## config.mk

```make
export PLATFORM = sky130hd
export DESIGN_NAME = mem_port_arbiter
export DESIGN_NICKNAME = d
export VERILOG_FILES = /design/src/rtl/mem_port_arbiter.sv
export SDC_FILE = /design/constraint.sdc
export NUM_CORES = 1
export LEC_CHECK = 0
export BUFFER_PORTS_ARGS = -buffer_cell sky130_fd_sc_hd__buf_2
export CAP_MARGIN = 15
export CORE_MARGIN = 4
export CORE_UTILIZATION = 45
export DETAILED_ROUTE_END_ITERATION = 6
export PLACE_DENSITY = 0.79
export REMOVE_ABC_BUFFERS = 1
export SKIP_LAST_GASP = 1
export SLEW_MARGIN = 10
export SYNTH_ARGS = -nofsm -noshare
export SYNTH_HDL_FRONTEND = slang
export SYNTH_SLANG_ARGS = --single-unit
export TNS_END_PERCENT = 50
```

## constraint.sdc

```tcl
create_clock -name clk -period 7.18 [get_ports clk]
set_input_delay 0.359 -clock clk [delete_from_list [all_inputs] [get_ports clk]]
set_output_delay 0.359 -clock clk [all_outputs]
set_load 0.01 [all_outputs]
```

## src/rtl/mem_port_arbiter.sv

```systemverilog
// Two-requester round-robin arbiter for the shared data-memory port.
// One transaction in flight: grant, issue to memory until ack or timeout, then a one-cycle response.

module mem_port_resp #(
  parameter int DW = 32
) (
  input  logic          clk,
  input  logic          rst,
  input  logic          load,
  input  logic          err_in,
  input  logic [DW-1:0] rdata_in,
  input  logic          ack_en,
  output logic          ack,
  output logic [DW-1:0] rdata,
  output logic          err
);
  // Response fields hold until the next response to this requester.
  always_ff @(posedge clk or posedge rst) begin
    if (rst) begin
      rdata <= '0;
      err   <= 1'b0;
    end else if (load) begin
      rdata <= rdata_in;
      err   <= err_in;
    end
  end

  assign ack = ack_en;
endmodule

module mem_port_arbiter #(
  parameter int AW      = 32,
  parameter int DW      = 32,
  parameter int TIMEOUT = 16
) (
  input  logic          clk,
  input  logic          rst,
  input  logic          req0,
  input  logic          we0,
  input  logic [AW-1:0] addr0,
  input  logic [DW-1:0] wdata0,
  output logic          ack0,
  output logic [DW-1:0] rdata0,
  output logic          err0,
  input  logic          req1,
  input  logic          we1,
  input  logic [AW-1:0] addr1,
  input  logic [DW-1:0] wdata1,
  output logic          ack1,
  output logic [DW-1:0] rdata1,
  output logic          err1,
  output logic          mem_req,
  output logic          mem_we,
  output logic [AW-1:0] mem_addr,
  output logic [DW-1:0] mem_wdata,
  input  logic          mem_ack,
  input  logic [DW-1:0] mem_rdata,
  output logic          busy
);
  localparam int NREQ = 2;
  localparam int CW   = (TIMEOUT > 2) ? $clog2(TIMEOUT) : 1;

  typedef enum logic [1:0] {IDLE, ISSUE, RESP} state_t;

  state_t                     state, state_nxt;
  logic                       grant, last_grant, pick;
  logic [CW-1:0]              cnt;
  logic                       timeout_hit;
  logic                       resp_load, resp_err;
  logic [DW-1:0]              resp_rdata;

  logic [NREQ-1:0]            req_v, we_v, ack_v, err_v;
  logic [NREQ-1:0][AW-1:0]    addr_v;
  logic [NREQ-1:0][DW-1:0]    wdata_v, rdata_v;

  assign req_v   = {req1, req0};
  assign we_v    = {we1, we0};
  assign addr_v  = {addr1, addr0};
  assign wdata_v = {wdata1, wdata0};

  // On a tie the requester that did not win last time gets the port.
  assign pick        = req_v[1] & (~req_v[0] | ~last_grant);
  assign timeout_hit = (cnt == CW'(TIMEOUT - 1));
  assign busy        = (state != IDLE);

  always_comb begin
    state_nxt  = state;
    resp_load  = 1'b0;
    resp_err   = 1'b0;
    resp_rdata = '0;
    case (state)
      IDLE:  if (|req_v) state_nxt = ISSUE;
      ISSUE: begin
        // Ack takes priority over a coincident timeout.
        if (mem_ack) begin
          state_nxt  = RESP;
          resp_load  = 1'b1;
          resp_rdata = mem_we ? '0 : mem_rdata;
        end else if (timeout_hit) begin
          state_nxt = RESP;
          resp_load = 1'b1;
          resp_err  = 1'b1;
        end
      end
      RESP:    state_nxt = IDLE;
      default: state_nxt = IDLE;
    endcase
  end

  always_ff @(posedge clk or posedge rst) begin
    if (rst) state <= IDLE;
    else     state <= state_nxt;
  end

  always_ff @(posedge clk or posedge rst) begin
    if (rst) begin
      mem_req    <= 1'b0;
      mem_we     <= 1'b0;
      mem_addr   <= '0;
      mem_wdata  <= '0;
      grant      <= 1'b0;
      last_grant <= 1'b1;
      cnt        <= '0;
    end else begin
      case (state)
        IDLE: if (|req_v) begin
          mem_req    <= 1'b1;
          mem_we     <= we_v[pick];
          mem_addr   <= addr_v[pick];
          mem_wdata  <= wdata_v[pick];
          grant      <= pick;
          last_grant <= pick;
          cnt        <= '0;
        end
        ISSUE: begin
          if (resp_load) mem_req <= 1'b0;
          else           cnt     <= cnt + CW'(1);
        end
        default: ;
      endcase
    end
  end

  for (genvar i = 0; i < NREQ; i++) begin : g_req
    mem_port_resp #(.DW(DW)) u_resp (
      .clk     (clk),
      .rst     (rst),
      .load    (resp_load && (grant == 1'(i))),
      .err_in  (resp_err),
      .rdata_in(resp_rdata),
      .ack_en  ((state == RESP) && (grant == 1'(i))),
      .ack     (ack_v[i]),
      .rdata   (rdata_v[i]),
      .err     (err_v[i])
    );
  end

  assign ack0   = ack_v[0];
  assign ack1   = ack_v[1];
  assign rdata0 = rdata_v[0];
  assign rdata1 = rdata_v[1];
  assign err0   = err_v[0];
  assign err1   = err_v[1];
endmodule

```

==> metrics.yaml <==
worst_setup_path:
  path_max_fanout: 69
  crit_family: "simple AND/OR/NAND/NOR gates"
  crit_path_end_kind: "register"
  r2r-start: "state[1]"
  critPathLaunchType: "register"
  r2r_slack_ps: 4600
  cp.required_ps: 7420
  r2r_end: "mem_wdata[1]"
  critical_path.slowest_cell: "or2_2"
  crit_type: "register to register"
  reg2reg_depth: 3
  crit_path_max_incr_delay_ps: 880
  crit_chain: "or2_2 > or2_4 > o21ai_0"
  cp.arrival_ps: 2820
  path_buf_inv: 0
clock_network:
  path_clk_slew_ps: 60
  post_cts_buffers: 0
  ctsResizeCount: 0
  tritoncts: "done"
  cts_sinks: 140
  htreeDepth: 4
  clockRootBuffer: "clkbuf_16"
  ctsHoldBuffers: 0
  clk_latency_ps: 410
  numCtsBuffers: 17
  cts.path.max_buffers: 2
timing:
  hold_viol_final: 0
  setup_tns_ps: 0
  fin_crit_sh: 0.360
  whs_ps: 17.6
  setup_viol: 0
  relSlewSlack: 0.263
  setup_slack_ps: 4600
  slew_violations: 0
  worst_pin_slew_ps: 1100
  fin_crit_ps: 2580
  rsz0062_at_grt: "no"
  fmax_mhz: 387
  skew_ps: 9.56
floorplan:
  die_w_um: 124
  core_um2: 13200
  die_h_um: 124
  ios: 302
  die-area_um2: 15300
  num_rows: 42
  start_util: 0.457
yosys:
  yosys.area.top_type: "dfrtp_1"
  synth_area_leaders: "dfrtp_1, mux2i_1, a32o_1, o21ai_0, o21ai_1"
  synth-seq-area-share: 0.581
  synth_top_family_by_area: "compound AO/OA/AOI/OAI gates"
  yosys.area_share.simple: 0.0261
  syn_area_per_cell_um2: 12.3
  netlist.area_leader.share: 0.577
  synthAdderAreaFrac: 0.00208
  ys_ff_latch: 140
  synth_xor_area_frac: 0
  synth_compound_area_frac: 0.234
  netlist_area_um2: 6030
  synthCells: 490
  synth_cell_types: 36
  yosysWarningCount: 0
  synthMuxAreaShare: 0.113
job:
  maxCapViolCount: 0
global_route:
  grt_util_all_layers: 0.219
  gr-total-overflow: 0
  grt_pass1_vias: 5152
  antenna_found_initial: 0
  grt_max_degree: 79
  grt_first_pass_wirelength_um: 26100
route:
  drc: 0
  met3WireLength_um: 1890
  maxUsedRoutingLayer: "met4"
  wl_met1_um: 6540
  detail-route-antenna-nets: 0
  drtIter0Drc: 361
  wl_um: 17600
  wl_met2_um: 8920
  first_pass_iters: 6
  viasPerCell: 5.61
  wl_per_cell_um: 18.5
  num_vias: 5359
cells_and_area:
  area_growth_pct: 36.2
  multi_input_area_um2: 2300
  antenna_cells: 0
  fillCellCount: 1040
  final_nets: 935
  final_layout_size_suffix_gt1_frac: 0.471
  seqCellArea_um2: 3500
place:
  place.gp.congestion: 0.773
  numPortBuffers: 301
  place_hpwl_um: 12600
  place_worst_setup_slack_ps: 4620
power:
  ir_worst_vdd_uv: 207
  power.leakage_nw: 4.13
  p_per_area_nw_per_um2: 452
status:
  status: "completed"
hold_path:
  hold_class: "primary input to asynchronous set/reset pin"
[cells by family (layout without fill, tap and decap cells)]
kind of cell    after synthesis  count (layout)
fa+ha+maj                     1               1
simple gates                 23              23
mux                          68              68
buf+inv                      52             342
compound gates              206             206
flops                       140             140
[cell usage after synthesis]
master	count
or2_0	1
nand2_1	1
buf_2	17
buf_1	2
nor2_1	4
or2_4	1
mux2_2	2
dfrtp_1	139
ha_1	1
o22ai_1	1
a32o_1	64
or3b_2	2
and3_1	2
o22a_1	1
nor2b_1	1
a31o_2	1
mux2i_1	66
nor3b_4	1
inv_1	2
or3_1	1
and3b_1	2
a21oi_1	5
o21ai_0	90
o21ai_2	12
nand2b_1	1
nor3_1	1
dfstp_2	1
nor3b_1	2
o211ai_1	1
clkbuf_1	25
a21boi_2	1
buf_4	1
buf_6	5
and4_1	1
nand3_1	2
o21ai_1	30
[stage by stage]
step / utilization / area (µm²) / power (W) / instances
final: 0.623 / 8210 / 0.00371 / 956
after global routing: 0.623 / 8210 / 0.00394 / 956
after CTS: 0.623 / 8210 / 0.00374 / 956
after detailed placement: 0.576 / 7600 / 0.00283 / 924
after global placement: 0.576 / 7590 / 0.00276 / 924
after floorplan: - / 5780 / 0.00217 / 440
[sequential cells by signal (all words and copies together), names as in the netlist]
signal	cells
mem_wdata	32
mem_req	1
mem_addr	32
g_req.u_resp.rdata	64
g_req.u_resp.err	2
cnt	4
mem_we	1
state	2
last_grant	1
grant	1
[power by group]
| part | switching (W) | total, W | leakage (nW) | internal (W) |
|---|---|---|---|---|
| combinational | 0.000822 | 0.00143 | 2.07 | 0.000609 |
| clock | 0.000351 | 0.000904 | 0.288 | 0.000553 |
| sequential | 0.000211 | 0.00138 | 1.77 | 0.00117 |
| total | 0.00138 | 0.00371 | 4.13 | 0.00233 |
[metal layers]
metal,global-route usage,vias to the layer above
li1,-,2430
met1,0.259,2621
met2,0.371,280
met3,0.0777,28
met4,0.0740,0
met5,0,-
[final cells by class]
| cell class | count | area share |
|---|---|---|
| flip-flops and latches | 140 | 0.427 |
| well taps | 176 | 0.0268 |
| clock inverters | 15 | 0.0227 |
| repair buffers | 308 | 0.190 |
| multi-input cells | 298 | 0.281 |
| clock buffers | 17 | 0.0518 |
| inverters | 2 | 0.00152 |
[cells in the final DEF (no fill, tap or decap), drive strengths merged]
| cell | Yosys | routed |
|---|---|---|
| o211ai | 1 | 1 |
| a21oi | 5 | 5 |
| a32o | 64 | 64 |
| bufinv | 0 | 3 |
| a21boi | 1 | 1 |
| ha | 1 | 1 |
| or2 | 2 | 2 |
| inv | 2 | 8 |
| mux2 | 2 | 2 |
| nor2 | 4 | 4 |
| o21ai | 132 | 132 |
| and4 | 1 | 1 |
| dfstp | 1 | 1 |
| clkbuf | 25 | 17 |
| nand2b | 1 | 1 |
| nor2b | 1 | 1 |
| a31o | 1 | 1 |
| or3 | 1 | 1 |
| and3 | 2 | 2 |
| o22a | 1 | 1 |
| nand2 | 1 | 1 |
| nand3 | 2 | 2 |
| clkinv | 0 | 2 |
| or3b | 2 | 2 |
| buf | 25 | 308 |
| mux2i | 66 | 66 |
| nor3 | 1 | 1 |
| dfrtp | 139 | 139 |
| clkinvlp | 0 | 4 |
| nor3b | 3 | 3 |
| and3b | 2 | 2 |
| o22ai | 1 | 1 |
[worst max-delay path by stage]
stage	from	cells after the start	endpoint
global route	state[1]	3	mem_wdata[1]
CTS	state[1]	3	mem_wdata[1]
detailed placement	state[1]	3	mem_wdata[1]
global placement	state[1]	3	mem_addr[31]
floorplan	rst	1	cnt[0]
finish	state[1]	3	mem_wdata[1]
Power figures use the tool's default switching activity.
